### config.mk
export PLATFORM = sky130hd
export DESIGN_NAME = core_s1_s2_ibuf_flat
export DESIGN_NICKNAME = d
export VERILOG_FILES = /design/src/rtl/core_s1_s2_ibuf_if.sv /design/src/rtl/core_s1_s2_ibuf.sv /design/src/flat_wrapper.sv
export SDC_FILE = /design/constraint.sdc
export NUM_CORES = 1
export LEC_CHECK = 0
export ABC_CLOCK_PERIOD_IN_PS = 4800
export BUFFER_PORTS_ARGS = -buffer_cell sky130_fd_sc_hd__buf_2
export CORE_ASPECT_RATIO = 2
export CORE_MARGIN = 2
export CORE_UTILIZATION = 45
export CTS_CLUSTER_DIAMETER = 80
export DETAILED_ROUTE_END_ITERATION = 12
export HOLD_SLACK_MARGIN = 0.02
export PLACE_DENSITY_LB_ADDON = 0.2
export SLEW_MARGIN = 5
export SYNTH_ARGS = -nofsm -noshare
export SYNTH_HDL_FRONTEND = slang
export SYNTH_SLANG_ARGS = --single-unit
### constraint.sdc
create_clock -name clk -period 4.8 [get_ports clk]
set_clock_uncertainty 0.1 [all_clocks]
set_input_delay 0.96 -clock clk [delete_from_list [all_inputs] [get_ports clk]]
set_output_delay 0.96 -clock clk [all_outputs]
set_load 0.01 [all_outputs]
### src/rtl/core_s1_s2_ibuf_if.sv
// Handshake bundle between fetch stage 1 and decode stage 2 through the instruction buffer.
// slave = buffer side, master = the fetch/decode environment driving it.
interface core_s1_s2_ibuf_if;
  logic        s1_valid_i;
  logic        s1_ready_o;
  logic [31:0] s1_pc_i;
  logic [31:0] s1_instr_i;
  logic        s1_fault_i;
  logic        s2_valid_o;
  logic        s2_ready_i;
  logic [31:0] s2_pc_o;
  logic [31:0] s2_instr_o;
  logic        s2_fault_o;

  modport slave (
    input  s1_valid_i, s1_pc_i, s1_instr_i, s1_fault_i, s2_ready_i,
    output s1_ready_o, s2_valid_o, s2_pc_o, s2_instr_o, s2_fault_o
  );

  modport master (
    output s1_valid_i, s1_pc_i, s1_instr_i, s1_fault_i, s2_ready_i,
    input  s1_ready_o, s2_valid_o, s2_pc_o, s2_instr_o, s2_fault_o
  );
endinterface

### src/rtl/core_s1_s2_ibuf.sv
// Circular instruction buffer decoupling fetch (s1) from decode (s2); flush discards everything.
// Optional zero-latency empty bypass enabled by defining LETC_CORE_IBUF_BYPASS_EN.
module core_s1_s2_ibuf #(
  parameter int DEPTH = 4
) (
  input  logic                     clk,
  input  logic                     rst_n,
  input  logic                     flush_i,
  core_s1_s2_ibuf_if.slave         bus,
  output logic [$clog2(DEPTH):0]   count_o
);
  localparam int PW = $clog2(DEPTH);
  localparam logic [PW:0] FULL = (PW+1)'(DEPTH);

  typedef struct packed {
    logic [31:0] pc;
    logic [31:0] instr;
    logic        fault;
  } entry_t;

  entry_t [DEPTH-1:0] mem_q, mem_d;
  logic [PW-1:0]      wr_ptr_q, wr_ptr_d;
  logic [PW-1:0]      rd_ptr_q, rd_ptr_d;
  logic [PW:0]        count_q, count_d;
  logic               empty, bypass, push, pop;
  entry_t             head;

  assign empty = (count_q == '0);

`ifdef LETC_CORE_IBUF_BYPASS_EN
  assign bypass = empty && !flush_i;
`else
  assign bypass = 1'b0;
`endif

  // Ready never looks at s2_ready_i, so no combinational ready chain crosses the buffer.
  always_comb begin
    head            = mem_q[rd_ptr_q];
    bus.s1_ready_o  = (count_q != FULL) && !flush_i;
    bus.s2_valid_o  = !empty && !flush_i;
    bus.s2_pc_o     = head.pc;
    bus.s2_instr_o  = head.instr;
    bus.s2_fault_o  = head.fault;
    if (bypass) begin
      bus.s2_valid_o = bus.s1_valid_i;
      bus.s2_pc_o    = bus.s1_pc_i;
      bus.s2_instr_o = bus.s1_instr_i;
      bus.s2_fault_o = bus.s1_fault_i;
    end
  end

  // A bypassed instruction taken by decode is never written.
  assign push = bus.s1_valid_i && bus.s1_ready_o && !(bypass && bus.s2_ready_i);
  assign pop  = bus.s2_valid_o && bus.s2_ready_i && !bypass;

  always_comb begin
    wr_ptr_d = wr_ptr_q;
    rd_ptr_d = rd_ptr_q;
    count_d  = count_q;
    if (flush_i) begin
      wr_ptr_d = '0;
      rd_ptr_d = '0;
      count_d  = '0;
    end else begin
      if (push) wr_ptr_d = wr_ptr_q + PW'(1);
      if (pop)  rd_ptr_d = rd_ptr_q + PW'(1);
      if (push && !pop)      count_d = count_q + (PW+1)'(1);
      else if (pop && !push) count_d = count_q - (PW+1)'(1);
    end
  end

  always_comb begin
    mem_d = mem_q;
    if (push) mem_d[wr_ptr_q] = '{pc: bus.s1_pc_i, instr: bus.s1_instr_i, fault: bus.s1_fault_i};
  end

  always_ff @(posedge clk or negedge rst_n) begin
    if (!rst_n) begin
      wr_ptr_q <= '0;
      rd_ptr_q <= '0;
      count_q  <= '0;
    end else begin
      wr_ptr_q <= wr_ptr_d;
      rd_ptr_q <= rd_ptr_d;
      count_q  <= count_d;
    end
  end

  // Payload storage is qualified by the pointers/count, so it needs no reset.
  always_ff @(posedge clk) begin
    mem_q <= mem_d;
  end

  assign count_o = count_q;
endmodule

### src/flat_wrapper.sv
// flat-port wrapper written by rule: the top's interface ports become plain ports
module core_s1_s2_ibuf_flat 
#(
  parameter int DEPTH = 4
)
  (clk, rst_n, flush_i, count_o, bus_s1_valid_i, bus_s1_pc_i, bus_s1_instr_i, bus_s1_fault_i, bus_s2_ready_i, bus_s1_ready_o, bus_s2_valid_o, bus_s2_pc_o, bus_s2_instr_o, bus_s2_fault_o);
  core_s1_s2_ibuf_if bus_i ();
  input  logic clk;
  input  logic rst_n;
  input  logic flush_i;
  output logic [$clog2(DEPTH):0] count_o;
  input wire logic [$bits(bus_i.s1_valid_i)-1:0] bus_s1_valid_i;
  input wire logic [$bits(bus_i.s1_pc_i)-1:0] bus_s1_pc_i;
  input wire logic [$bits(bus_i.s1_instr_i)-1:0] bus_s1_instr_i;
  input wire logic [$bits(bus_i.s1_fault_i)-1:0] bus_s1_fault_i;
  input wire logic [$bits(bus_i.s2_ready_i)-1:0] bus_s2_ready_i;
  output wire logic [$bits(bus_i.s1_ready_o)-1:0] bus_s1_ready_o;
  output wire logic [$bits(bus_i.s2_valid_o)-1:0] bus_s2_valid_o;
  output wire logic [$bits(bus_i.s2_pc_o)-1:0] bus_s2_pc_o;
  output wire logic [$bits(bus_i.s2_instr_o)-1:0] bus_s2_instr_o;
  output wire logic [$bits(bus_i.s2_fault_o)-1:0] bus_s2_fault_o;
  assign bus_i.s1_valid_i = bus_s1_valid_i;
  assign bus_i.s1_pc_i = bus_s1_pc_i;
  assign bus_i.s1_instr_i = bus_s1_instr_i;
  assign bus_i.s1_fault_i = bus_s1_fault_i;
  assign bus_i.s2_ready_i = bus_s2_ready_i;
  assign bus_s1_ready_o = bus_i.s1_ready_o;
  assign bus_s2_valid_o = bus_i.s2_valid_o;
  assign bus_s2_pc_o = bus_i.s2_pc_o;
  assign bus_s2_instr_o = bus_i.s2_instr_o;
  assign bus_s2_fault_o = bus_i.s2_fault_o;
  core_s1_s2_ibuf #(.DEPTH(DEPTH)) u_core (.clk(clk), .rst_n(rst_n), .flush_i(flush_i), .bus(bus_i), .count_o(count_o));
endmodule
==> results.tsv, run 1 <==
metric	value	unit
status	finished, final reports clean	
Critical Path Source Type	flop	
Achievable Freq	0.272	GHz
final net count	624	
Pleak	3.91	nW
first-pass GRT wire length	28500	um
Fillers	1751	
worst r2r path cells	7	
DP Cell Count	800	
final WL	18500	um
Worst-Skew Late Latency	0.51	ns
clk buf depth	3	
Comb pwr share	16.9	%
setup_tns	0	ns
DR iter-0 viols	180	
Pwr per Cell Area	497	nW/um2
postcts setup bufs	0	
synthesized instance count	403	
WP data required	3.74	ns
Worst Path Max Fanout	34	
Row Count	77	
share of the synthesized area in the top cell type	78.1	%
Seq/Total Area, Yosys	79.9	%
DRC Markers	0	
commonest non-fill, non-tap cell in the layout	edfxtp_1	
I/O Pins	140	
Die ar.	23500	um2
synth warn	0	
Final Hold Vio Count	0	
sequential share of power	48.9	%
core area	22000	um2
Sink Count	267	
clock network fraction of design power	34.2	%
cts-stage hold buffer count	0	
CTS tree	yes	
max_slew headroom	31.8	%
dpl hpwl	10900	um
die width	109	um
Distinct cells, synth	37	
Pint	4.42	mW
non-filler cells, final	841	
Worst R2R Start	u_core.count_o[2]$_DFFE_PN0P_	
Async SR Flop Fraction	2.62	%
Hold Crit Class	in -> async	
EDFF count, synth	260	
Net Sw Frac	24.1	%
DRT antenna net count	0	
GRT overflow	0	
arrival time worst endpoint	2.62	ns
commonest non-fill, non-tap cells in the layout	edfxtp_1, buf_2, mux4_2	
Final Cycle Share	76.7	%
Reg clk slew, reported paths	0.06	ns
R2R Setup Slk	2.33	ns
Final Slew Violations	0	
syn_nets	478	
Main synth FF type	edfxtp_1	
1st-pass router iterations	4	
Num CTS Buffers	23	
max cap viols	0	
Layout area overhead	17.1	%
GPL Wtd Cong	0.725	
gr usage total	16.4	%
Sw Pwr	1.40	mW
unrepaired setup endpoints after global routing	no	
CP Class	reg -> out	
clock root cell	clkbuf_16	
crit end category	primary output	
Die Height	215	um
WL/cell	22.1	um
leading post-synthesis cells by cell area	edfxtp_1, mux4_2, dfrtp_1	
synthesized area	9990	um2
peak supply drop	0.000339	V
worst r2r dst	u_core.count_o[2]$_DFFE_PN0P_	
Port Buffers	139	
largest net degree at the start of global routing	67	
leading area contributor after synthesis	edfxtp_1	
# resized after CTS	0	
crit path time final	3.68	ns
# setup viols final	0	
layout cells sized above 1	44.5	%
Seq cells post-synth	267	
H-tree depth	1	
syn_area_per_cell	24.8	um2
Slew @ Worst Pin	1.02	ns
post-DR vias/cell	5.37	
Initial Util	45.5	%
vias in the first global route	5157	
antenna violations before repair	2	
vias post-DR	4518	
worst max path at each step:
stage / from / end / slack (ns) / cells after the start
floorplan: bus_s1_valid_i / u_core.mem_q[0]$_DFFE_PP_ / 1.41 / 3
global placement: u_core.rd_ptr_q[0]$_DFFE_PN0P_ / bus_s2_instr_o[4] / 1.57 / 3
detailed placement: u_core.rd_ptr_q[0]$_DFFE_PN0P_ / bus_s2_instr_o[4] / 1.56 / 3
CTS: u_core.rd_ptr_q[0]$_DFFE_PN0P_ / bus_s2_instr_o[4] / 1.01 / 3
global route: u_core.rd_ptr_q[0]$_DFFE_PN0P_ / bus_s2_instr_o[4] / 0.90 / 3
finish: u_core.rd_ptr_q[0]$_DFFE_PN0P_ / bus_s2_instr_o[4] / 1.12 / 3
power groups by stage:
stage	Clock (mW)	Combinational [mW]	Sequential (mW)
after floorplan	0	0.807	2.78
after global placement	0	0.991	2.90
after detailed placement	0	1.01	2.90
after CTS	2.04	1.01	2.85
after global routing	2.11	1.07	2.87
final	1.99	0.982	2.84
cells in the mapped netlist, drive strengths merged (2+ instances only):
| master | number |
|---|---|
| a221oi | 2 |
| and2 | 4 |
| buf | 16 |
| clkbuf | 4 |
| dfrtp | 7 |
| edfxtp | 260 |
| ha | 4 |
| inv | 6 |
| mux2 | 2 |
| mux4 | 65 |
| nor2 | 7 |
| nor3 | 2 |
| o31ai | 2 |
| xor2 | 4 |
worst max-delay path: stages (launching register included):
cell	delay (ns)
dfrtp_4	0.88
buf_4	0.47
mux4_2	0.59
buf_2	0.16
metrics by stage:
stage	hold WS, ns	setup WS (ns)	utilization (%)	instance area [um2]	total power [mW]
after global placement	0.489	1.57	49.6	10900	3.89
after global routing	0.167	0.903	53.3	11700	6.05
after CTS	0.158	1.01	53.3	11700	5.90
final	0.176	1.12	53.3	11700	5.82
after floorplan	0.467	1.41	-	9990	3.58
after detailed placement	0.524	1.56	49.6	10900	3.91
cell type report:
type | count | area, um2 | area share, %
flip-flops and latches | 267 | 7990 | 68.3
diodes | 1 | 2.50 | 0.0214
repair buffers | 141 | 711 | 6.07
inverters | 6 | 22.5 | 0.192
clock inverters | 14 | 219 | 1.87
clock buffers | 26 | 587 | 5.01
multi-input cells | 110 | 1830 | 15.6
well taps | 276 | 345 | 2.95
layer usage:
metal	wire length, um	GRT usage, %	vias to the layer above
met1	6510	17.6	2369
met3	902	2.49	28
met4	436	6.46	2
li1	-	-	1996
met5	13	0	-
met2	10700	30.9	123
state kept, by name, indices dropped and copies added (netlist names):
name             count
u_core.rd_ptr_q      2
u_core.mem_q       260
u_core.count_o       3
u_core.wr_ptr_q      2
logic make-up after synthesis:
group | Yosys count | share of synthesized area [%]
adders and majority gates | 5 | 0.701
muxes | 67 | 14.9
AOI/OAI and AO/OA | 14 | 1.09
buffers and inverters | 26 | 1.93
and+or+nand+nor | 20 | 1.15
xor gates and xnor gates | 4 | 0.351
DFF | 267 | 79.9
No activity file was read; power rests on OpenSTA's default activity.
==> inputs of run 2 (changes only) <==
ABC_CLOCK_PERIOD_IN_PS = 3530   (was 4800)
clock period = 3.53 ns   (was 4.8 ns; I/O delays follow)
==> run 2 against run 1 <==
Compared with the run above: sequential share of layout area decreased by 0.33 points; first-iteration DRC count increased by 6.7%; routed wire length increased by 1.2%; count of clock-buffer cells in the layout increased by 1; final cell count increased by 0.95%; via count increased by 1.4%; non-clock buffer count increased by 10; global-route usage increased by 0.22 points; clock power increased by 22%; design area increased by 0.48%; combinational power increased by 47%; largest power group unchanged.
==> results.tsv, run 2 (synthesis results as in run 1) <==
metric	value	unit
status	finished, final reports clean	
Final Cycle Share	88.8	%
clk buf depth	3	
global route hottest layer	met2	
vias post-DR	4579	
unrepaired setup endpoints after global routing	no	
WL/cell	22.1	um
Layout area overhead	17.7	%
HP Start	bus_s1_instr_i[28]	
Biggest register	u_core.mem_q	
vias in the first global route	5200	
DRT antenna net count	0	
# setup viols final	0	
dpl cell area	11000	um2
Power, Total	7.67	mW
Critical Path Source Type	flop	
Hold Crit Class	in -> reg	
DRC Markers	0	
DR iter-0 viols	192	
Pwr per Cell Area	652	nW/um2
# resized after CTS	0	
Final Slew Violations	0	
setup_tns	0	ns
Slew @ Worst Pin	0.700	ns
largest net degree at the start of global routing	44	
die width	109	um
Row Count	77	
crit path time final	3.14	ns
Reg clk slew, reported paths	0.07	ns
hold slack	0.306	ns
CP startpoint	u_core.rd_ptr_q[0]$_DFFE_PN0P_	
max_slew headroom	53.4	%
Port Buffers	139	
WP data required	2.72	ns
Achievable Freq	0.319	GHz
GR met2 Demand/Resource	30.0	%
CP Class	reg -> out	
Die ar.	23500	um2
GRT overflow	0	
M3 GR Usage	2.31	%
I/O Pins	140	
core area	22000	um2
Final Hold Vio Count	0	
dpl hpwl	11700	um
crit end category	primary output	
layout cells sized above 1	45.5	%
Pleak	3.93	nW
commonest non-fill, non-tap cells in the layout	edfxtp_1, buf_2, mux4_2	
fin area	11800	um2
CTS tree	yes	
1st-pass router iterations	4	
Sink Count	267	
first-pass GRT wire length	28800	um
Diodes inserted	0	
Die Height	215	um
GPL Wtd Cong	0.681	
antenna violations before repair	0	
Worst R2R Start	u_core.count_o[2]$_DFFE_PN0P_	
post-DR vias/cell	5.39	
H-tree depth	1	
met1 Use GR	18.8	%
Slowest cell on crit path	dfrtp_4	
arrival time worst endpoint	2.33	ns
clock root cell	clkbuf_16	
commonest non-fill, non-tap cell in the layout	edfxtp_1	
final net count	634	
Worst Path Max Fanout	19	
peak supply drop	0.000455	V
final WL	18800	um
Worst-Skew Late Latency	0.51	ns
Initial Util	45.5	%
Num CTS Buffers	23	
max FFs per register	260	
gr usage total	16.6	%
critical path's largest stage delay	0.68	ns
max cap viols	0	
CP cell instances	buf_4 -> mux4_2 -> buf_2	
run 2: layout make-up:
class	instances	area [um2]
flip-flops and latches	267	7990
clock inverters	12	121
fillers	1727	10200
clock buffers	27	591
repair buffers	151	863
well taps	276	345
multi-input cells	110	1830
inverters	6	22.5
run 2: timing repair:
action,4_1_cts,5_1_grt
endpoints found under the setup margin,0,0
hold buffers,1,0
hold endpoints to repair,7,0
setup buffers,0,0
run 2: path summary, 6_finish.rpt:
kind,end,slack (ns),cells after the start
worst max-delay path,bus_s2_pc_o[18],0.39,3
worst min-delay path,u_core.mem_q[29]$_DFFE_PP_,0.31,1
worst max register to register,u_core.count_o[2]$_DFFE_PN0P_,1.01,7
worst min register to register,u_core.wr_ptr_q[0]$_DFFE_PN0P_,0.52,2
max in group asynchronous,u_core.rd_ptr_q[0]$_DFFE_PN0P_,2.66,2
min in group asynchronous,u_core.rd_ptr_q[1]$_DFFE_PN0P_,0.47,2
run 2: stage by stage:
| stage | setup WS [ns] | instances | util, % |
|---|---|---|---|
| after detailed placement | 0.835 | 809 | 50.2 |
| after global placement | 0.878 | 809 | 50.2 |
| after global routing | 0.223 | 849 | 53.5 |
| after floorplan | 0.392 | 403 | - |
| final | 0.394 | 849 | 53.5 |
| after CTS | 0.311 | 849 | 53.5 |
run 2: metal layers:
metal  wire [um]  vias to the layer above
li1            -                     2013
met1        6800                     2413
met2       10600                      120
met5           0                        -
met4         646                        0
met3         766                       33
run 2: report_power, final:
group | switching (mW) | internal, mW
clock network | 1.07 | 1.35
registers | 0.146 | 3.67
logic | 0.702 | 0.736
run 2: worst max-delay path, delay by kind of cell, from the launching register on:
kind / cells / cell delay (ns)
mux: 1 / 0.56
buf+inv: 2 / 0.57
flops: 1 / 0.68
